==> config.mk <==
export PLATFORM = sky130hd
export DESIGN_NAME = nibble_stream_tx
export DESIGN_NICKNAME = d
export VERILOG_FILES = /design/src/rtl/nibble_pkg.sv /design/src/rtl/nibble_word_fifo.sv /design/src/rtl/nibble_stream_tx.sv
export SDC_FILE = /design/constraint.sdc
export NUM_CORES = 1
export LEC_CHECK = 0
export CAP_MARGIN = 20
export CORE_ASPECT_RATIO = 1.4
export CORE_MARGIN = 3
export CORE_UTILIZATION = 60
export DETAILED_ROUTE_END_ITERATION = 10
export DONT_BUFFER_PORTS = 1
export PLACE_DENSITY_LB_ADDON = 0.05
export SYNTH_ARGS = -nofsm -noshare
export SYNTH_HDL_FRONTEND = slang
export SYNTH_HIERARCHICAL = 1
export SYNTH_SLANG_ARGS = --single-unit
==> constraint.sdc <==
create_clock -name clock -period 5.7 [get_ports clock]
set_input_delay 1.14 -clock clock [delete_from_list [all_inputs] [get_ports clock]]
set_output_delay 1.14 -clock clock [all_outputs]
set_load 0.02 [all_outputs]
==> src/rtl/nibble_pkg.sv <==
// nibble_pkg: shared lane widths, derived nibble counts and FSM states
// for the nibble byte-lane transmit and capture sides.
package nibble_pkg;
  localparam int WORD_W_DEF = 16;
  localparam int NIB_W_DEF = 4;
  function automatic int idx_w(input int n);
    return n > 1 ? $clog2(n) : 1;
  endfunction
  localparam int NW = WORD_W_DEF / NIB_W_DEF;
  localparam int NIDX_W = idx_w(NW);
  typedef enum logic {IDLE, SEND} state_t;
endpackage

==> src/rtl/nibble_word_fifo.sv <==
// nibble_word_fifo: small synchronous word buffer with registered full/empty
// flags, so downstream ready never reaches in_ready combinationally.
module nibble_word_fifo import nibble_pkg::*; #(
  parameter int W = WORD_W_DEF,
  parameter int DEPTH = 2
) (
  input  logic         clock,
  input  logic         rst,
  input  logic         push,
  input  logic         pop,
  input  logic [W-1:0] wdata,
  output logic [W-1:0] rdata,
  output logic         full,
  output logic         empty
);
  localparam int AW = $clog2(DEPTH);
  logic [W-1:0] mem [DEPTH];
  logic [AW-1:0] wp, rp;
  logic [AW:0] cnt, cnt_n;
  logic do_push, do_pop;
  assign do_push = push && !full;
  assign do_pop = pop && !empty;
  assign cnt_n = cnt + (AW+1)'(do_push) - (AW+1)'(do_pop);
  assign rdata = mem[rp];
  always_ff @(posedge clock)
    if (do_push) mem[wp] <= wdata;
  always_ff @(posedge clock or negedge rst)
    if (!rst) begin
      wp <= '0;
      rp <= '0;
      cnt <= '0;
      full <= 1'b0;
      empty <= 1'b1;
    end else begin
      wp <= wp + AW'(do_push);
      rp <= rp + AW'(do_pop);
      cnt <= cnt_n;
      full <= cnt_n == (AW+1)'(DEPTH);
      empty <= cnt_n == '0;
    end
endmodule

==> src/rtl/nibble_stream_tx.sv <==
// nibble_stream_tx: buffers signed words and serialises each onto a nibble
// lane with first/last markers and a running sent-word counter.
module nibble_stream_tx import nibble_pkg::*; #(
  parameter int WORD_W = WORD_W_DEF,
  parameter int NIB_W = NIB_W_DEF,
  parameter int DEPTH = 2,
  parameter int MSN_FIRST = 0
) (
  input  logic              clock,
  input  logic              rst,
  input  logic              in_valid,
  output logic              in_ready,
  input  logic [WORD_W-1:0] in_data,
  output logic              out_valid,
  input  logic              out_ready,
  output logic [NIB_W-1:0]  out_nib,
  output logic              out_last,
  output logic              out_first,
  output logic              busy,
  output logic [15:0]       word_cnt
);
  localparam int NNIB = WORD_W / NIB_W;
  localparam int IW = idx_w(NNIB);
  localparam logic [IW-1:0] LAST_IDX = IW'(NNIB - 1);
  state_t state, state_n;
  logic [WORD_W-1:0] sh, sh_n, head;
  logic [IW-1:0] idx, idx_n;
  logic [15:0] cnt, cnt_n;
  logic alive, full, empty, accept, xfer, done, push, pop;
  nibble_word_fifo #(.W(WORD_W), .DEPTH(DEPTH)) u_fifo (
    .clock(clock),
    .rst(rst),
    .push(push),
    .pop(pop),
    .wdata(in_data),
    .rdata(head),
    .full(full),
    .empty(empty)
  );
  // alive holds in_ready low until the first edge after reset release
  assign in_ready = alive && !full;
  assign accept = in_valid && in_ready;
  assign out_valid = state == SEND;
  assign xfer = out_valid && out_ready;
  assign done = xfer && idx == LAST_IDX;
  // an idle, empty path loads the word straight into the shifter
  assign push = accept && !(state == IDLE && empty);
  assign pop = !empty && (state == IDLE || done);
  assign out_nib = MSN_FIRST != 0 ? sh[WORD_W-1 -: NIB_W] : sh[NIB_W-1:0];
  assign out_first = out_valid && idx == '0;
  assign out_last = out_valid && idx == LAST_IDX;
  assign busy = out_valid || !empty;
  assign word_cnt = cnt;
  always_comb begin
    state_n = state;
    sh_n = sh;
    idx_n = idx;
    cnt_n = cnt;
    if (state == IDLE) begin
      if (!empty || accept) begin
        state_n = SEND;
        sh_n = empty ? in_data : head;
        idx_n = '0;
      end
    end else if (xfer) begin
      sh_n = MSN_FIRST != 0 ? sh << NIB_W : sh >> NIB_W;
      idx_n = idx + 1'b1;
      if (done) begin
        cnt_n = cnt + 16'd1;
        idx_n = '0;
        sh_n = empty ? sh_n : head;
        state_n = empty ? IDLE : SEND;
      end
    end
  end
  always_ff @(posedge clock or negedge rst)
    if (!rst) begin
      state <= IDLE;
      sh <= '0;
      idx <= '0;
      cnt <= '0;
      alive <= 1'b0;
    end else begin
      state <= state_n;
      sh <= sh_n;
      idx <= idx_n;
      cnt <= cnt_n;
      alive <= 1'b1;
    end
endmodule

==> impl_metrics.sql, run 1 <==
INSERT INTO impl_metrics (metric_group, metric, value, unit) VALUES
('status', 'status', 'finished, final reports clean', ''),
('yosys', 'postSynthNetCount', '300', ''),
('floorplanning', 'floorplan.initialDensity', '0.631', ''),
('finish', 'finish.utilization', '0.658', ''),
('clock_tree', 'post_cts.resized_instances', '0', ''),
('drt', 'drt_wl_total', '6.43', 'mm'),
('sta', 'grt_setup_unrepaired', 'false', ''),
('clock_tree', 'cts_inserted_buffers', '9', ''),
('yosys', 'yosys.area_share.adder', '0.0177', ''),
('yosys', 'synth.yosys.warnings', '6', ''),
('floorplanning', 'die_area', '6870', 'um^2'),
('sta', 'finalMaxSlewViolations', '0', ''),
('job', 'max_cap_viol_count', '0', ''),
('yosys', 'library_cells_used_by_synthesis', '45', ''),
('drt', 'drtPass1Iterations', '4', ''),
('sta', 'setup-violations-final', '0', ''),
('finish', 'layout.nets', '292', ''),
('floorplanning', 'core-area', '5610', 'um^2'),
('placed_design', 'placement.setup.worst_slack', '2.83', 'ns'),
('critical_path', 'critical_path.max_stage_delay', '0.87', 'ns'),
('placed_design', 'placed_area', '3480', 'um^2'),
('clock_tree', 'cts_hold_repair.buffers', '0', ''),
('sta', 'worst-slew-pin-transition', '0.921', 'ns'),
('placed_design', 'dp.final_hpwl', '4.20', 'mm'),
('drt', 'antenna_violating_nets_post_route', '0', ''),
('global_routing', 'initial_antenna_violation_count', '0', ''),
('clock_tree', 'tritoncts', 'built', ''),
('sta', 'tns', '0', 'ns'),
('yosys', 'synth_xor_area_frac', '0.0467', ''),
('yosys', 'post_synth_mux_area_share', '0.0668', ''),
('sta', 'finalHoldViolations', '0', ''),
('yosys', 'number_of_synthesized_register_bits', '74', ''),
('sta', 'postLayoutSetupSlackWorst', '2.87', 'ns'),
('finish', 'fin_cells', '340', ''),
('drt', 'drt_drc_violations_left', '0', ''),
('yosys', 'async_reset_ff_frac', '0.568', ''),
('sta', 'min_period_over_period', '0.496', ''),
('placed_design', 'placed_cells', '324', ''),
('critical_path', 'critical_path.slowest_cell', 'dfstp_2', ''),
('sta', 'fin_crit', '2.83', 'ns'),
('global_routing', 'first_global_vias', '2144', ''),
('floorplanning', 'placementRows', '32', ''),
('yosys', 'synth_top_family_by_area', 'compound AO/OA/AOI/OAI gates', ''),
('finish', 'layout_cells_sized_above_1', '0.184', ''),
('clock_tree', 'cts_htree_levels', '3', ''),
('sta', 'timing.clock.skew', '0.00921', 'ns'),
('clock_tree', 'worstSkewPairLatency', '0.35', 'ns'),
('sta', 'max_freq', '0.354', 'GHz'),
('critical_path', 'worst-path-max-fanout', '29', ''),
('power_and_ir_drop', 'ir_drop', '273', 'uV'),
('critical_path', 'cp_data_arrival_time', '1.69', 'ns'),
('critical_path', 'cells_traversed_along_the_worst_timing_path', 'nor2b_4 > inv_1', ''),
('clock_tree', 'cts_root_buffer', 'clkbuf_8', ''),
('yosys', 'postSynthCellCount', '275', ''),
('yosys', 'synth-compound-area-share', '0.123', ''),
('finish', 'cell_area_after_layout', '3690', 'um^2'),
('global_routing', 'grt_util_all_layers', '0.204', ''),
('drt', 'drt-wirelength-per-cell', '18.9', 'um'),
('global_routing', 'grt_overflow', '0', ''),
('floorplanning', 'design.portCount', '45', ''),
('clock_tree', 'cts-root-to-sink-buffers', '2', ''),
('finish', 'antenna-diode-count', '0', ''),
('critical_path', 'cp-end-kind', 'output pin', ''),
('finish', 'area.growth.synth_to_final', '4.17', '%'),
('yosys', 'synth_enable_flop_cells', '32', ''),
('clock_tree', 'post-cts-setup-buffers', '0', ''),
('placed_design', 'numPortBuffers', '0', ''),
('global_routing', 'maximum_number_of_pins_on_one_net_before_global_route_repair', '43', ''),
('power_and_ir_drop', 'p_total', '1.61', 'mW'),
('drt', 'detail_route.vias_per_cell', '5.99', ''),
('clock_tree', 'path_clk_slew', '0.08', 'ns');
layout by cell type, fill, tap and decap left out, drive strengths merged, types with 3 or more instances in the layout:
master | netlist | layout
xnor2 | 15 | 15
o21ai | 6 | 6
clkbuf | 4 | 13
mux2 | 18 | 18
nor3 | 3 | 3
nand4 | 5 | 5
a22oi | 4 | 4
nor2b | 14 | 14
and2 | 3 | 3
nand3 | 6 | 6
a21o | 11 | 11
edfxtp | 32 | 32
xor2 | 3 | 3
and3 | 3 | 3
nand2 | 35 | 35
a211oi | 11 | 11
ha | 5 | 5
nor2 | 5 | 5
inv | 7 | 8
dfrtp | 41 | 41
a311oi | 11 | 11
cells by family after synthesis:
kind of cell / after synthesis
xor+xnor: 18
fa+ha+maj: 5
simple gates: 80
flops: 74
other cells: 1
mux: 18
compound gates: 51
buf+inv: 28
per-layer routing:
metal  vias to the layer above  track usage  part of all wire
li1                        964            -                 -
met1                      1012        0.237              0.40
met2                        52        0.340              0.52
met3                         7       0.0759             0.061
met4                         0       0.0738             0.017
met5                         -            0                 0
registers in the layout (all words and copies together), names as in the netlist:
register / count
alive: 1
idx: 2
sh: 16
word_cnt: 16
u_fifo/empty: 1
out_valid: 1
u_fifo/wp: 1
u_fifo/mem: 32
u_fifo/cnt: 2
u_fifo/rp: 1
u_fifo/full: 1
worst max-delay path, delay by kind of cell (launching register included):
| kind | cells | cell delay (ns) |
|---|---|---|
| simple gates | 1 | 0.32 |
| buf+inv | 1 | 0.15 |
| flops | 1 | 0.87 |
cell usage after synthesis (all sizes together) (2+ instances only):
library cell	count	area (um^2)
a211oi	11	82.6
a21o	11	82.6
a21oi	2	10.0
a22oi	4	30.0
a311oi	11	140
a32o	2	20.0
and2	3	18.8
and3	3	18.8
buf	17	144
clkbuf	4	16.3
dfrtp	41	1030
edfxtp	32	961
ha	5	62.6
inv	7	26.3
mux2	18	236
nand2	35	131
nand3	6	30.0
nand3b	2	15.0
nand4	5	31.3
nor2	5	18.8
nor2b	14	103
nor3	3	31.3
o21ai	6	30.0
xnor2	15	139
xor2	3	26.3
final timing paths:
check,to,slack [ns],start,cells after the start
max in group asynchronous,u_fifo/empty,5.04,rst,0
worst min register to register,sh[6],0.48,sh[6],1
worst max register to register,u_fifo/mem[0][2],3.09,out_valid,5
worst min-delay path,sh[2],0.48,rst,0
worst max-delay path,busy,2.87,u_fifo/empty,2
min in group clock,sh[6],0.48,sh[6],1
where the power goes:
part / total (mW) / leakage, nW / internal (mW) / switching, mW
Clock: 0.410 / 0.110 / 0.222 / 0.188
Combinational: 0.389 / 0.578 / 0.210 / 0.179
Sequential: 0.816 / 0.840 / 0.669 / 0.146
Total: 1.61 / 1.53 / 1.10 / 0.514
final cells by class:
class,instances,area (um^2)
Multi-Input combinational cell,173,1340
Clock buffer,13,191
Inverter,7,26.3
Sequential cell,74,2010
Tap cell,68,85.1
Fill cell,432,1920
Timing Repair Buffer,2,15.0
Clock inverter,3,16.3
No activity file was read; power rests on OpenSTA's default activity.
==> inputs of run 2 (changes only) <==
CORE_UTILIZATION = 57   (was 60)
clock period = 2.3 ns   (was 5.7 ns; I/O delays follow)
==> run 2 against run 1 <==
Cell count is 5.6% higher; register-to-register slack worse by 2.8 ns; global-route usage is 0.74 points higher; clock power is 110% higher; combinational power grew to 3.1 times the previous value; non-clock buffer count is 17 higher; first-iteration DRC count is 26% higher; highest routed layer unchanged; worst hold slack worse by 0.28 ns.
==> impl_metrics.sql, run 2 (synthesis gave the netlist of run 1 again) <==
INSERT INTO impl_metrics (metric_group, metric, value, unit) VALUES
('critical_path', 'critPathKind', 'reg -> reg', ''),
('critical_path', 'crit-reg2reg-launch', 'idx[0]', ''),
('finish', 'layout_commonest_cell', 'dfrtp_1', ''),
('clock_tree', 'post_cts.resized_instances', '0', ''),
('sta', 'postLayoutSetupSlackWorst', '0.262', 'ns'),
('finish', 'area.growth.synth_to_final', '6.96', '%'),
('clock_tree', 'worstSkewPairLatency', '0.35', 'ns'),
('drt', 'drt_drc_violations_left', '0', ''),
('clock_tree', 'sinks_on_clock_net', '74', ''),
('clock_tree', 'path_clk_slew', '0.07', 'ns'),
('sta', 'finalHoldViolations', '0', ''),
('global_routing', 'first_global_vias', '2245', ''),
('min_path', 'min-delay-start', 'in_data[5]', ''),
('clock_tree', 'post-cts-setup-buffers', '0', ''),
('finish', 'layout_cells_sized_above_1', '0.215', ''),
('floorplanning', 'core-area', '5950', 'um^2'),
('critical_path', 'critical_path.max_stage_delay', '0.39', 'ns'),
('critical_path', 'cp-end-kind', 'flip-flop', ''),
('drt', 'drt-wirelength-per-cell', '19.1', 'um'),
('critical_path', 'critical-path-top-delay-family', 'compound AO/OA/AOI/OAI gates', ''),
('clock_tree', 'cts_root_buffer', 'clkbuf_8', ''),
('drt', 'violation_count_after_the_first_detailed_route_iteration', '141', ''),
('critical_path', 'critPathLaunch', 'idx[0]', ''),
('min_path', 'min-delay-path-class', 'in -> reg', ''),
('finish', 'fillers', '500', ''),
('critical_path', 'critical_path_required', '2.59', 'ns'),
('finish', 'top_register', 'u_fifo/mem', ''),
('floorplanning', 'design.portCount', '45', ''),
('critical_path', 'start_kind', 'flip-flop', ''),
('critical_path', 'timing.reg2reg.worst_path_depth', '9', ''),
('finish', 'largest_register_ff_count', '32', ''),
('job', 'max_cap_viol_count', '0', ''),
('floorplanning', 'floorplan.initialDensity', '0.595', ''),
('sta', 'fin_crit', '2.04', 'ns'),
('sta', 'tns', '0', 'ns'),
('sta', 'setup-violations-final', '0', ''),
('status', 'status', 'finished, final reports clean', ''),
('finish', 'final_cell_mix', 'dfrtp_1, nand2_1, edfxtp_1', ''),
('clock_tree', 'cts_htree_levels', '3', ''),
('critical_path', 'cp_data_arrival_time', '2.33', 'ns'),
('sta', 'min_period_over_period', '0.886', ''),
('power_and_ir_drop', 'ir_drop', '539', 'uV'),
('sta', 'hold-worst-slack', '0.205', 'ns'),
('finish', 'finish.utilization', '0.637', ''),
('floorplanning', 'fp.dieW', '72.6', 'um'),
('clock_tree', 'tritoncts', 'built', ''),
('sta', 'finalMaxSlewViolations', '0', ''),
('critical_path', 'cell_repeated_most_along_the_worst_path', 'ha_1', ''),
('sta', 'timing.clock.skew', '0.00868', 'ns'),
('drt', 'drtPass1Iterations', '4', ''),
('clock_tree', 'cts_hold_repair.buffers', '2', ''),
('critical_path', 'critical_path.slowest_cell', 'dfrtp_1', ''),
('placed_design', 'dp.final_hpwl', '4.84', 'mm'),
('min_path', 'min_path_cells', '0', ''),
('global_routing', 'grt_util_all_layers', '0.211', ''),
('clock_tree', 'cts-root-to-sink-buffers', '2', ''),
('finish', 'layout.nets', '309', ''),
('power_and_ir_drop', 'powerDensity', '1050', 'nW/um^2'),
('critical_path', 'crit_cells', '9', ''),
('global_routing', 'grt_pass1_wl', '11.5', 'mm'),
('drt', 'drt_wl_total', '6.87', 'mm'),
('power_and_ir_drop', 'power_leakage', '1.59', 'nW'),
('clock_tree', 'cts_inserted_buffers', '9', ''),
('critical_path', 'cells_traversed_along_the_worst_timing_path', 'ha_1 > nand2_1 > a21oi_1 > nand2b_4 > xnor2_1 > ha_1 > xnor2_2 > o21a_4 > o21ba_1', ''),
('finish', 'antenna-diode-count', '0', ''),
('global_routing', 'maximum_number_of_pins_on_one_net_before_global_route_repair', '43', ''),
('global_routing', 'grt_overflow', '0', ''),
('drt', 'detail_route.vias_per_cell', '5.86', ''),
('critical_path', 'worst-path-max-fanout', '4', ''),
('sta', 'max_freq', '0.491', 'GHz'),
('floorplanning', 'die_height', '99.2', 'um'),
('placed_design', 'placement.setup.worst_slack', '0.258', 'ns'),
('placed_design', 'globalplace.congestion', '0.754', ''),
('global_routing', 'initial_antenna_violation_count', '0', ''),
('critical_path', 'worst-path-buf-inv', '0', ''),
('sta', 'grt_setup_unrepaired', 'false', ''),
('drt', 'antenna_violating_nets_post_route', '0', ''),
('drt', 'via_count', '2102', ''),
('floorplanning', 'placementRows', '33', ''),
('placed_design', 'numPortBuffers', '0', ''),
('floorplanning', 'die_area', '7200', 'um^2');
run 2: changes by cell type in the layout (fill, tap and decap cells not counted), sizes merged:
cell,change
buf,+16
clkbuf,+2
clkinv,-1
dlygate4sd3,+1
inv,-1
run 2: power breakdown:
group / internal [mW] / total (mW) / switching (mW)
combinational: 0.590 / 1.19 / 0.598
clock: 0.422 / 0.865 / 0.443
sequential: 1.66 / 1.90 / 0.247
total: 2.67 / 3.96 / 1.29
run 2: cell type report:
| type | instances | area [um^2] | share of cell area |
|---|---|---|---|
| flip-flops and latches | 74 | 2010 | 0.532 |
| clock buffers | 15 | 156 | 0.0413 |
| repair buffers | 19 | 158 | 0.0416 |
| inverters | 7 | 26.3 | 0.00694 |
| well taps | 70 | 87.6 | 0.0231 |
| clock inverters | 1 | 5.00 | 0.00132 |
| multi-input cells | 173 | 1340 | 0.354 |
run 2: worst paths after layout:
kind | endpoint | slack, ns
setup / recovery | u_fifo/empty | 0.26
hold / removal | u_fifo/mem[1][5] | 0.20
setup reg to reg | u_fifo/empty | 0.26
hold reg to reg | sh[8] | 0.48
max in group asynchronous | u_fifo/empty | 1.46
min in group asynchronous | sh[2] | 0.56
run 2: routing by layer:
metal  routed length (um)  part of all wire  vias to the layer above  track usage
met4                   85             0.012                        0        0.111
met3                  360             0.052                        7       0.0536
met5                    0                 0                        -            0
met1                 2740              0.40                     1044        0.256
met2                 3680              0.54                       47        0.343
li1                     -                 -                     1004            -
run 2: worst register-to-register path, cell delays in order, from the launching register on:
cell and delay [ns]:
dfrtp_1 0.39, ha_1 0.18, nand2_1 0.10, a21oi_1 0.30
nand2b_4 0.12, xnor2_1 0.14, ha_1 0.22, xnor2_2 0.23
o21a_4 0.18, o21ba_1 0.13
run 2: metrics by stage:
step,power (mW),cell area (um^2),cells
global placement,3.08,3590,341
finish,3.96,3790,359
detailed placement,3.12,3590,341
CTS,4.00,3790,359
floorplan,2.94,3540,275
global route,4.19,3790,359
==> inputs of run 3 (changes only) <==
CORE_MARGIN = not set   (was 3)
==> run 3 against run 2 <==
Global-route usage grew 1.4 points; first-iteration DRC count fell by 34%; total power grew 7.1%; cell count is 1.7% lower; wire length down 7.1%; core utilization rose by 1.2 points; clock-buffer cell count is 4 lower; via count shrank 1.5%; fmax fell by 3.1%; sequential share of layout area shrank 0.61 points; register-to-register slack got worse by 0.07 ns.
==> impl_metrics.sql, run 3 (synthesis gave the netlist of run 1 again) <==
INSERT INTO impl_metrics (metric_group, metric, value, unit) VALUES
('clock_tree', 'post-cts-setup-buffers', '0', ''),
('clock_tree', 'cts-root-to-sink-buffers', '2', ''),
('floorplanning', 'fp.dieW', '68.6', 'um'),
('min_path', 'min-delay-path-class', 'in -> reg', ''),
('finish', 'layout_cells_sized_above_1', '0.212', ''),
('finish', 'fillers', '499', ''),
('finish', 'final_cell_mix', 'dfrtp_1, nand2_1, edfxtp_1', ''),
('job', 'max_cap_viol_count', '0', ''),
('sta', 'fin_crit', '2.10', 'ns'),
('drt', 'drt-wirelength-per-cell', '18.1', 'um'),
('critical_path', 'reg2reg_to', 'u_fifo/empty', ''),
('status', 'status', 'finished, final reports clean', ''),
('drt', 'drt_wl_total', '6.38', 'mm'),
('global_routing', 'maximum_number_of_pins_on_one_net_before_global_route_repair', '43', ''),
('critical_path', 'cp_data_arrival_time', '2.40', 'ns'),
('clock_tree', 'tritoncts', 'built', ''),
('critical_path', 'critical-path-top-delay-family', 'compound AO/OA/AOI/OAI gates', ''),
('placed_design', 'placement.setup.worst_slack', '0.142', 'ns'),
('power_and_ir_drop', 'ir_drop', '702', 'uV'),
('finish', 'top_register', 'u_fifo/mem', ''),
('power_and_ir_drop', 'clk_network_pwr_share', '0.279', ''),
('critical_path', 'start_kind', 'flip-flop', ''),
('global_routing', 'grt_pass1_wl', '10.1', 'mm'),
('placed_design', 'globalplace.congestion', '0.754', ''),
('critical_path', 'crit-reg2reg-launch', 'idx[0]', ''),
('floorplanning', 'die_area', '6530', 'um^2'),
('sta', 'finalMaxSlewViolations', '0', ''),
('power_and_ir_drop', 'sequentialPowerShare', '0.447', ''),
('critical_path', 'critical_path_required', '2.59', 'ns'),
('clock_tree', 'cts_inserted_buffers', '9', ''),
('sta', 'min_period_over_period', '0.915', ''),
('finish', 'layout.nets', '303', ''),
('floorplanning', 'placementRows', '33', ''),
('sta', 'worst-slew-pin-transition', '0.818', 'ns'),
('clock_tree', 'path_clk_slew', '0.08', 'ns'),
('critical_path', 'crit_cells', '9', ''),
('critical_path', 'critPathLaunch', 'idx[0]', ''),
('critical_path', 'timing.reg2reg.worst_path_depth', '9', ''),
('finish', 'antenna-diode-count', '0', ''),
('global_routing', 'first_global_vias', '2132', ''),
('sta', 'finalHoldViolations', '0', ''),
('critical_path', 'cells_traversed_along_the_worst_timing_path', 'ha_1 > nand2_1 > a21oi_2 > nand2b_4 > xnor2_1 > ha_1 > xnor2_2 > o21a_4 > o21ba_1', ''),
('sta', 'max_freq', '0.475', 'GHz'),
('finish', 'area.growth.synth_to_final', '8.20', '%'),
('sta', 'worst_slew_margin_rel', '0.455', ''),
('floorplanning', 'design.portCount', '45', ''),
('finish', 'layout_commonest_cell', 'dfrtp_1', ''),
('sta', 'tns', '0', 'ns'),
('critical_path', 'worst-path-buf-inv', '0', ''),
('clock_tree', 'cts_htree_levels', '3', ''),
('critical_path', 'critPathCapture', 'u_fifo/empty', ''),
('finish', 'largest_register_ff_count', '32', ''),
('power_and_ir_drop', 'fraction_of_power_consumed_by_combinational_cells', '0.273', ''),
('drt', 'antenna_violating_nets_post_route', '0', ''),
('drt', 'via_count', '2071', ''),
('clock_tree', 'cts_root_buffer', 'clkbuf_8', ''),
('floorplanning', 'core-area', '5900', 'um^2'),
('clock_tree', 'sinks_on_clock_net', '74', ''),
('global_routing', 'grt_util_all_layers', '0.225', ''),
('drt', 'drtPass1Iterations', '4', ''),
('power_and_ir_drop', 'power.switching_fraction', '0.305', ''),
('global_routing', 'initial_antenna_violation_count', '0', ''),
('critical_path', 'worst-path-max-fanout', '6', ''),
('floorplanning', 'floorplan.initialDensity', '0.599', ''),
('floorplanning', 'die_height', '95.2', 'um'),
('critical_path', 'timing.reg2reg.setup_slack', '0.20', 'ns'),
('drt', 'violation_count_after_the_first_detailed_route_iteration', '93', ''),
('sta', 'setup-violations-final', '0', ''),
('drt', 'drt_drc_violations_left', '0', ''),
('critical_path', 'cp-end-kind', 'flip-flop', ''),
('power_and_ir_drop', 'power.switching', '1.29', 'mW'),
('sta', 'grt_setup_unrepaired', 'false', ''),
('power_and_ir_drop', 'power_leakage', '1.60', 'nW'),
('critical_path', 'critical_path.slowest_cell', 'dfrtp_1', ''),
('drt', 'detail_route.vias_per_cell', '5.87', ''),
('clock_tree', 'worstSkewPairLatency', '0.35', 'ns'),
('placed_design', 'numPortBuffers', '0', ''),
('power_and_ir_drop', 'powerDensity', '1110', 'nW/um^2'),
('placed_design', 'dp.final_hpwl', '4.27', 'mm'),
('global_routing', 'grt_overflow', '0', ''),
('critical_path', 'cell_repeated_most_along_the_worst_path', 'ha_1', ''),
('power_and_ir_drop', 'internal_power', '2.95', 'mW'),
('critical_path', 'critical_path.max_stage_delay', '0.39', 'ns'),
('sta', 'timing.clock.skew', '0.00887', 'ns'),
('critical_path', 'critPathKind', 'reg -> reg', ''),
('sta', 'postLayoutSetupSlackWorst', '0.196', 'ns');
==> run 3: cell types whose count changed in the layout (fill, tap and decap cells not counted), sizes merged <==
cell	before	now
clkinvlp	0	1
bufinv	0	3
buf	18	12
clkbuf	15	11
==> run 3: worst register-to-register path, delay by kind of cell (launching register included) <==
family          cells  cell delay (ns)
xor+xnor            2             0.37
flops               1             0.39
fa+ha+maj           2             0.47
compound gates      3             0.54
simple gates        2             0.28
==> run 3: power by group through the flow <==
stage | clock network, mW | logic [mW] | registers, mW
final | 1.18 | 1.16 | 1.90
after global routing | 1.26 | 1.29 | 1.93
after CTS | 1.21 | 1.18 | 1.90
after global placement | 0 | 1.14 | 1.92
after detailed placement | 0 | 1.16 | 1.93
after floorplan | 0 | 1.10 | 1.84
==> run 3: worst min path at each step <==
stage	from	endpoint	slack, ns	cells past startpoint
after floorplan	rst	alive	0.16	0
after CTS	in_data[8]	u_fifo/mem[1][8]	0.19	0
after global placement	rst	sh[2]	0.17	0
after global routing	in_data[13]	u_fifo/mem[1][13]	0.18	0
after detailed placement	rst	sh[1]	0.17	0
final	in_data[8]	u_fifo/mem[1][8]	0.20	0
==> run 3: cell type report <==
cell class	count	area (um^2)	share of cell area
sequential	74	2010	0.526
multi-input combinational	173	1340	0.351
clock buffer	11	131	0.0343
timing repair buffer	13	125	0.0327
clock inverter	5	103	0.0268
tap	70	87.6	0.0229
inverter	7	26.3	0.00686
==> run 3: per-layer routing <==
metal,routed length (um),vias to the layer above,track usage
met5,0,-,0
met4,168,0,0.135
met2,3390,42,0.383
met1,2520,1020,0.244
met3,307,12,0.0562
li1,-,997,-
==> run 3: what timing repair did <==
action	in CTS	in global routing
endpoints found under the setup margin	0	3
hold buffers	2	0
hold endpoints to repair	42	0
gates resized for setup	0	1
==> run 3: per-stage QoR <==
step | cell area [um^2] | util | hold slack (ns) | instances | total power [mW]
after detailed placement | 3560 | 0.603 | 0.165 | 335 | 3.08
after global placement | 3560 | 0.603 | 0.165 | 335 | 3.06
after global routing | 3830 | 0.649 | 0.185 | 353 | 4.47
after CTS | 3830 | 0.648 | 0.185 | 353 | 4.29
final | 3830 | 0.649 | 0.199 | 353 | 4.24
after floorplan | 3540 | - | 0.164 | 275 | 2.94
